`config.mk`:
```
export PLATFORM = sky130hd
export DESIGN_NAME = irq_controller
export DESIGN_NICKNAME = d
export VERILOG_FILES = /design/src/rtl/irq_pkg.sv /design/src/rtl/irq_sync_edge.sv /design/src/rtl/irq_controller.sv
export SDC_FILE = /design/constraint.sdc
export NUM_CORES = 1
export LEC_CHECK = 0
export CAP_MARGIN = 10
export CORE_MARGIN = 3
export CORE_UTILIZATION = 45
export DETAILED_ROUTE_END_ITERATION = 10
export GPL_TIMING_DRIVEN = 1
export HOLD_SLACK_MARGIN = 0.03
export PLACE_DENSITY = 0.84
export SYNTH_ARGS = -nofsm -noshare
export SYNTH_HDL_FRONTEND = slang
export SYNTH_HIERARCHICAL = 1
export SYNTH_SLANG_ARGS = --single-unit
```
`constraint.sdc`:
```
create_clock -name clk -period 2.3 [get_ports clk]
set_clock_uncertainty 0.15 [all_clocks]
set_input_delay 0.345 -clock clk [delete_from_list [all_inputs] [get_ports clk]]
set_output_delay 0.345 -clock clk [all_outputs]
set_load 0.05 [all_outputs]
```
`src/rtl/irq_pkg.sv`:
```
// rtl/irq_pkg.sv - shared state encoding, register offsets and defaults for irq_controller
package irq_pkg;

  typedef enum logic [1:0] {
    IDLE    = 2'd0,
    REQ     = 2'd1,
    SERVICE = 2'd2
  } irq_state_e;

  localparam logic [1:0] MASK_OFS = 2'd0;
  localparam logic [1:0] PEND_OFS = 2'd1;
  localparam logic [1:0] INSV_OFS = 2'd2;
  localparam logic [1:0] EOI_OFS  = 2'd3;

  localparam logic [15:0] SPURIOUS_VEC_DEF = 16'h0008;

  function automatic logic [15:0] zext8(input logic [7:0] v);
    return {8'h00, v};
  endfunction

endpackage

```
`src/rtl/irq_sync_edge.sv`:
```
// rtl/irq_sync_edge.sv - per-bit two-flop synchronizer followed by a rising-edge pulse
module irq_sync_edge #(
  parameter int W = 1
) (
  input  logic         clk,
  input  logic         rst_n,
  input  logic [W-1:0] i_async,
  output logic [W-1:0] o_rise
);

  logic [W-1:0] r_s1;
  logic [W-1:0] r_s2;
  logic [W-1:0] r_s3;

  always_ff @(posedge clk or negedge rst_n) begin
    if (!rst_n) begin
      r_s1 <= '0;
      r_s2 <= '0;
      r_s3 <= '0;
    end else begin
      r_s1 <= i_async;
      r_s2 <= r_s1;
      r_s3 <= r_s2;
    end
  end

  // one-cycle pulse, so a level-held line contributes only once
  assign o_rise = r_s2 & ~r_s3;

endmodule

```
`src/rtl/irq_controller.sv`:
```
// rtl/irq_controller.sv - single-level priority interrupt controller with memory-mapped mask/pending/EOI
module irq_controller
  import irq_pkg::*;
#(
  parameter int          N_SRC        = 8,
  parameter logic [11:0] BASE_ADDR    = 12'hFF0,
  parameter logic [15:0] SPURIOUS_VEC = SPURIOUS_VEC_DEF
) (
  input  logic             clk,
  input  logic             rst_n,
  input  logic [N_SRC-1:0] irq_src,
  input  logic [11:0]      address,
  input  logic [15:0]      data_out,
  input  logic             memwt,
  output logic             INT,
  input  logic             intack,
  output logic [15:0]      rd_data,
  output logic             rd_sel
);

  irq_state_e       r_state;
  irq_state_e       w_state_nxt;
  logic             r_int;
  logic [N_SRC-1:0] r_mask;
  logic [N_SRC-1:0] r_pend;
  logic [N_SRC-1:0] r_insv;

  logic [N_SRC-1:0] w_rise;
  logic [N_SRC-1:0] w_elig;
  logic [N_SRC-1:0] w_win_oh;
  logic [2:0]       w_win_idx;
  logic             w_any;
  logic [N_SRC-1:0] w_pend_clr;
  logic [N_SRC-1:0] w_pend_nxt;
  logic [N_SRC-1:0] w_insv_nxt;
  logic [11:0]      w_ofs_full;
  logic [1:0]       w_ofs;
  logic             w_in_range;
  logic             w_wr_mask;
  logic             w_wr_pend;
  logic             w_wr_eoi;
  logic             w_ack_take;
  logic [15:0]      w_vec;
  logic             w_unused_data;

  irq_sync_edge #(
    .W(N_SRC)
  ) u_sync (
    .clk    (clk),
    .rst_n  (rst_n),
    .i_async(irq_src),
    .o_rise (w_rise)
  );

  assign w_ofs_full = address - BASE_ADDR;
  assign w_in_range = (w_ofs_full < 12'd4);
  assign w_ofs      = w_ofs_full[1:0];

  assign w_wr_mask = memwt & w_in_range & (w_ofs == MASK_OFS);
  assign w_wr_pend = memwt & w_in_range & (w_ofs == PEND_OFS);
  assign w_wr_eoi  = memwt & w_in_range & (w_ofs == EOI_OFS);

  assign w_unused_data = ^data_out[15:N_SRC];

  assign w_elig = r_pend & r_mask;
  assign w_any  = |w_elig;

  // scan from the top so the lowest set index is the last one written
  always_comb begin
    w_win_idx = '0;
    w_win_oh  = '0;
    for (int i = N_SRC - 1; i >= 0; i--) begin
      if (w_elig[i]) begin
        w_win_idx   = 3'(i);
        w_win_oh    = '0;
        w_win_oh[i] = 1'b1;
      end
    end
  end

  assign w_ack_take = intack & (r_state == REQ) & w_any;

  assign w_pend_clr = (w_wr_pend ? data_out[N_SRC-1:0] : '0)
                    | (w_ack_take ? w_win_oh : '0);
  // new edges are OR-ed in after the clear so a coincident set wins
  assign w_pend_nxt = (r_pend & ~w_pend_clr) | w_rise;
  assign w_insv_nxt = (w_wr_eoi ? '0 : r_insv) | (w_ack_take ? w_win_oh : '0);

  always_comb begin
    w_state_nxt = r_state;
    case (r_state)
      IDLE: begin
        if (w_any && (r_insv == '0)) w_state_nxt = REQ;
      end
      REQ: begin
        if (!w_any)      w_state_nxt = IDLE;
        else if (intack) w_state_nxt = SERVICE;
      end
      SERVICE: begin
        if (w_wr_eoi) w_state_nxt = IDLE;
      end
      default: w_state_nxt = IDLE;
    endcase
  end

  always_ff @(posedge clk or negedge rst_n) begin
    if (!rst_n) begin
      r_state <= IDLE;
      r_int   <= 1'b0;
      r_mask  <= '0;
      r_pend  <= '0;
      r_insv  <= '0;
    end else begin
      r_state <= w_state_nxt;
      r_int   <= (w_state_nxt == REQ);
      if (w_wr_mask) r_mask <= data_out[N_SRC-1:0];
      r_pend  <= w_pend_nxt;
      r_insv  <= w_insv_nxt;
    end
  end

  assign INT = r_int;

  assign w_vec = w_any ? {13'd0, w_win_idx} : SPURIOUS_VEC;

  // the acknowledge cycle owns the data bus regardless of address
  always_comb begin
    rd_sel  = 1'b0;
    rd_data = '0;
    if (intack) begin
      rd_sel  = 1'b1;
      rd_data = w_vec;
    end else if (w_in_range && !memwt) begin
      rd_sel = 1'b1;
      case (w_ofs)
        MASK_OFS: rd_data = zext8(8'(r_mask));
        PEND_OFS: rd_data = zext8(8'(r_pend));
        INSV_OFS: rd_data = zext8(8'(r_insv));
        default:  rd_data = '0;
      endcase
    end
  end

endmodule

```
==> flow_summary_export.csv, run 1 <==
group,metric,value,unit
global_routing,overflow,0,
clock_tree,cts-root-buf,"clkbuf_8",
setup_path,crit_family,"compound AO/OA/AOI/OAI gates",
die,core,4880,um2
finish,final_cell_mix,"dfrtp_1 (49), clkdlybuf4s50_1 (20), buf_4 (19), nand2_1 (17), nor2_1 (11)",
global_routing,grt_max_degree,30,
timing,slew_headroom,57.10,%
timing,setup_viol,0,
logic_synthesis,syn_area_per_cell,11.62,um2
clock_tree,cts.path.max_buffers,2,
die,die-area,6118,um2
logic_synthesis,synth_mux_area_share,7.729,%
timing,finalMaxSlewViolations,0,
setup_path,critPathRequiredTime,1.80,ns
worst_hold_path,min_from,"u_sync/r_s1[5]",
power_and_ir_drop,powerDensity,503.7,nW/um2
logic_synthesis,synthSimpleGateAreaFrac,19.78,%
worst_hold_path,hold_depth,0,
setup_path,crit_path_end,"rd_data[0]",
logic_synthesis,synth_ff_type,"dfrtp_1",
logic_synthesis,synthXorXnorAreaFrac,0,%
finish,final_common_cell,"dfrtp_1",
logic_synthesis,synth_compound_area_share,13.33,%
timing,timing_hold_violations_final,0,
timing,fin_tns_setup,0,ns
clock_tree,clk_pin_slew,0.09,ns
power_and_ir_drop,vdd.ir_drop.worst,0.0004421,V
finish,area_growth,40.94,%
global_routing,grt_usage,19.48,%
drt,via_count,1879,
setup_path,path_class,"flop to primary output",
timing,setup_slack,0.04399,ns
die,ios,58,
setup_path,cpPeakStageDelay,0.46,ns
worst_hold_path,hold_class,"flop to flop",
logic_synthesis,ys_types,44,
clock_tree,cts_tree,"built",
die,row_count,25,
logic_synthesis,yosysWarnings,6,
timing,rsz0062_at_grt,"true",
setup_path,slowest_stage,"dfrtp_2",
timing,tightestPinTransition,0.6435,ns
drt,avgRoutedWirePerCell,16.87,um
clock_tree,clkLatencyLatePin,0.30,ns
logic_synthesis,yosysTopAreaCellShare,54.37,%
drt,drt-total-wl,5.653,mm
placement,gp_congestion,0.9217,
placement,place_hpwl,3.903,mm
timing,max_clock_freq,443.3,MHz
die,fp.dieH,78.22,um
timing,post-route-min-period,2.256,ns
finish,final_nets,307,
setup_path,cp_max_fo,5,
global_routing,grt_pass1_wl,9.301,mm
power_and_ir_drop,cellLeakagePower,0.001494,uW
placement,dp_slack,-0.1476,ns
drt,first_iter_violations,127,
logic_synthesis,synth_adder_area_share,0,%
die,die_x,78.22,um
die,start_util,48.10,%
setup_path,reg2regPathDepth,4,
placement,port_buffers,41,
logic_synthesis,synth_top_family_by_area,"simple AND/OR/NAND/NOR gates",
setup_path,r2r_setup_slack,0.42,ns
logic_synthesis,async_flop_share,100.0,%
logic_synthesis,synth_top_cell_by_area,"dfrtp_1",
logic_synthesis,synth-edff-count,0,
clock_tree,cts_buffers,5,
clock_tree,cts_sinks,51,
setup_path,cp-startpoint,"r_mask[6]",
drt,drc,0,
setup_path,crit_path_start_kind,"flop",
setup_path,worst-path-buf-inv,1,
timing,post-route-period-util,98.09,%
flow_run,drv_cap,0,
setup_path,r2r_end,"r_pend[5]",
setup_path,cp-end-kind,"primary output",
logic_synthesis,ys_seq_area_share,54.37,%
drt,drt-pass1-iter-count,4,
setup_path,arrival,1.76,ns
global_routing,antenna_found_initial,0,
drt,viasPerCell,5.609,
logic_synthesis,synth_seq_cells,51,
finish,n_antenna_cell,0,
global_routing,grt_pass1_vias,1931,
setup_path,cp.depth,5,
setup_path,rr_startpoint,"r_pend[0]",
outcome,status,"completed",
drt,ant_nets,0,
logic_synthesis,synthTopCellsByArea,"dfrtp_1 (54%), nor2b_4 (4.7%), mux2_2 (4.3%)",
logic_synthesis,syn_inst,202,
setup_path,cp_cell_sequence,"a22oi_2, nand3_2, o311ai_4, o22ai_4, buf_12",
finish,drive_above_1_share,33.21,%
clock_tree,h-tree-depth,2,
logic_synthesis,syn-cell-area,2347,um2
[worst min path at each step]
stage	to	slack [ns]
CTS	u_sync/r_s2[5]	0.21
floorplan	INT	-0.10
finish	u_sync/r_s2[5]	0.20
detailed placement	u_sync/r_s2[5]	0.19
global placement	u_sync/r_s2[7]	0.18
global route	u_sync/r_s2[4]	0.22
[metrics by stage]
stage	instances	hold slack [ns]	cell area, um2	util (%)	power (uW)
CTS	334	0.2072	3218	65.95	1664
floorplan	209	-0.1006	2374	-	1047
detailed placement	321	0.1873	3010	61.69	1143
global placement	321	0.1825	3010	61.69	1139
finish	335	0.2048	3308	67.79	1666
global route	335	0.2174	3308	67.79	1735
[metal layers]
layer | share of wire (%) | up-vias | global-route usage [%]
met5 | 0 | - | 0
met4 | 2.5 | 0 | 8.042
met3 | 6.0 | 15 | 5.390
met2 | 51 | 78 | 32.36
met1 | 40 | 932 | 23.93
li1 | - | 854 | -
[logic make-up after synthesis]
logic type | after synthesis
other | 1
muxes | 17
AOI/OAI and AO/OA | 42
and+or+nand+nor | 72
buffers and inverters | 19
DFF | 51
[flip-flops by register name (all words and copies together) (netlist names)]
name and count:
r_state 2, r_mask 8, r_pend 8, u_sync/r_s1 8, u_sync/r_s2 8, u_sync/r_s3 8
INT 1, r_insv 8
[power breakdown]
group / internal (uW) / leakage [uW] / switching (uW)
Sequential: 918 / 0.000596 / 13.1
Clock: 247 / 0.0000484 / 281
Combinational: 96.9 / 0.000849 / 110
Total: 1260 / 0.00149 / 404
[synthesized netlist by cell type (2+ instances only)]
master and number:
a21oi_1 11, a22o_1 2, a31o_2 7, a32o_1 2, buf_2 2, buf_4 9
dfrtp_1 51, inv_1 5, mux2_2 9, mux2i_1 8, nand2_1 17, nand3_1 8
nand3b_1 2, nand4_1 7, nor2_1 15, nor2b_4 8, nor3_1 3, nor4_1 2
o211ai_1 2, o21ai_0 5, o22ai_1 2, o2bb2ai_1 3
[layout make-up]
type | instances | area (um2)
Inverter | 5 | 18.77
Timing Repair Buffer | 65 | 729.5
Fill cell | 361 | 1572
Sequential cell | 51 | 1279
Multi-Input combinational cell | 139 | 1102
Clock buffer | 7 | 86.33
Clock inverter | 1 | 8.758
Tap cell | 67 | 83.83
[what timing repair did]
item / 4_1_cts / 5_1_grt
endpoints found under the hold margin: 27 / 0
gates resized for setup: 16 / 24
endpoints found under the setup margin: 8 / 9
pin swaps: 6 / 13
hold buffers: 1 / 0
buffers inserted: 5 / 1
Power figures use the tool's default switching activity.
==> run 2: changes to the inputs <==
CELL_PAD_IN_SITES_DETAIL_PLACEMENT = 0   (was not set)
CELL_PAD_IN_SITES_GLOBAL_PLACEMENT = 1   (was not set)
CORE_UTILIZATION = 38   (was 45)
PLACE_DENSITY = 0.89   (was 0.84)
==> flow_summary_export.csv, run 2 (synthesis gave the netlist of run 1 again) <==
group,metric,value,unit
die,fp.dieH,84.60,um
setup_path,slowest_stage,"dfrtp_1",
power_and_ir_drop,vdd.ir_drop.worst,0.0003513,V
setup_path,cpPeakStageDelay,0.44,ns
drt,via_count,1821,
drt,ant_nets,0,
drt,viasPerCell,5.294,
placement,place_hpwl,3.869,mm
global_routing,grt_max_degree,28,
clock_tree,cts_buffers,5,
timing,slew_headroom,61.18,%
setup_path,cp-end-kind,"primary output",
finish,final_common_cell,"dfrtp_1",
drt,avgRoutedWirePerCell,15.08,um
power_and_ir_drop,cellLeakagePower,0.001447,uW
die,row_count,27,
setup_path,cp_max_fo,5,
setup_path,cp_cell_sequence,"and2_1, o211ai_1, a32oi_1, o22ai_2, buf_4, buf_12",
global_routing,grt_pass1_vias,1771,
timing,post-route-min-period,2.295,ns
clock_tree,cts.path.max_buffers,2,
timing,setup_viol,0,
placement,dp_slack,-0.1302,ns
outcome,status,"completed",
setup_path,worst-path-buf-inv,2,
worst_hold_path,hold_class,"flop to flop",
timing,post-route-period-util,99.77,%
finish,final_cell_mix,"dfrtp_1 (47), buf_4 (23), clkdlybuf4s50_1 (21), nand2_1 (17), nor2_1 (14)",
setup_path,arrival,1.80,ns
setup_path,crit_family,"compound AO/OA/AOI/OAI gates",
die,core,5743,um2
placement,port_buffers,41,
clock_tree,cts_sinks,51,
global_routing,grt_usage,14.69,%
global_routing,overflow,0,
finish,finalNonFillerCells,344,
finish,area_growth,39.66,%
clock_tree,clkLatencyLatePin,0.30,ns
timing,rsz0062_at_grt,"true",
drt,drt-pass1-iter-count,4,
die,die_x,84.60,um
flow_run,drv_cap,0,
timing,max_clock_freq,435.8,MHz
die,start_util,40.87,%
power_and_ir_drop,powerDensity,513.6,nW/um2
placement,gp_congestion,0.8840,
timing,tightestPinTransition,0.5824,ns
timing,hold_ws,0.2008,ns
timing,timing_hold_violations_final,0,
setup_path,path_class,"flop to primary output",
setup_path,crit_path_start_kind,"flop",
placement,place_inst,328,
setup_path,critPathRequiredTime,1.80,ns
clock_tree,h-tree-depth,2,
drt,drc,0,
clock_tree,cts-root-buf,"clkbuf_8",
global_routing,antenna_found_initial,0,
drt,drt-total-wl,5.188,mm
finish,n_antenna_cell,0,
global_routing,grt_pass1_wl,8.487,mm
die,die-area,7156,um2
clock_tree,clk_pin_slew,0.08,ns
finish,final_nets,311,
clock_tree,cts_tree,"built",
timing,setup_slack,0.005253,ns
die,ios,58,
drt,first_iter_violations,151,
finish,drive_above_1_share,34.19,%
timing,finalMaxSlewViolations,0,
timing,fin_tns_setup,0,ns
## run 2: cell count changes in the layout (fill, tap and decap cells not counted), sizes merged
cell	change
dlymetal6s2s	-8
clkinv	-1
buf	+4
clkbuf	+1
clkdlybuf4s50	+1
dlygate4sd2	+7
## run 2: final timing paths
check	to	from	cells after the start	slack (ns)
min in group asynchronous	u_sync/r_s1[2]	rst_n	2	0.42
hold / removal	u_sync/r_s2[6]	u_sync/r_s1[6]	0	0.20
max in group asynchronous	r_mask[6]	rst_n	3	1.03
setup reg to reg	r_pend[5]	r_pend[2]	3	0.45
setup / recovery	rd_data[0]	r_mask[6]	6	0.005
hold reg to reg	u_sync/r_s2[6]	u_sync/r_s1[6]	0	0.20
## run 2: where the power goes
group	total [uW]	internal [uW]	switching, uW
clock	548	275	273
sequential	930	918	12.3
combinational	206	99.3	106
## run 2: area by class of cell
cell class | instances | area [um2]
Timing Repair Buffer | 69 | 726.9
Inverter | 5 | 18.77
Multi-Input combinational cell | 139 | 1061
Tap cell | 72 | 90.09
Fill cell | 507 | 2465
Clock buffer | 8 | 100.1
Sequential cell | 51 | 1281
## run 2: per-layer routing
metal / vias up / track usage [%] / routed length (um)
li1: 855 / - / -
met1: 882 / 21.14 / 2328
met2: 78 / 22.63 / 2413
met3: 6 / 2.944 / 389
met4: 0 / 3.885 / 57
met5: - / 0 / 0
## run 2: worst register-to-register path: stages (launching register included)
cell and delay [ns]:
dfrtp_1 0.42, a22o_2 0.34, or4b_1 0.59, a31o_1 0.23
## run 2: through the flow
| stage | utilization (%) | total power (uW) | instance area [um2] |
|---|---|---|---|
| 3_5_place_dp | 52.79 | 1146 | 3032 |
| 3_3_place_gp | 52.79 | 1143 | 3032 |
| 2_1_floorplan | - | 1047 | 2374 |
| 6_report | 57.08 | 1684 | 3278 |
| 4_1_cts | 55.90 | 1697 | 3211 |
| 5_1_grt | 57.08 | 1759 | 3278 |
## run 2: timing repair
item / 4_1_cts / 5_1_grt
setup endpoints to repair: 8 / 8
setup buffers: 5 / 2
pin swaps: 8 / 6
endpoints found under the hold margin: 24 / 0
hold buffers: 1 / 0
gates resized for setup: 17 / 17
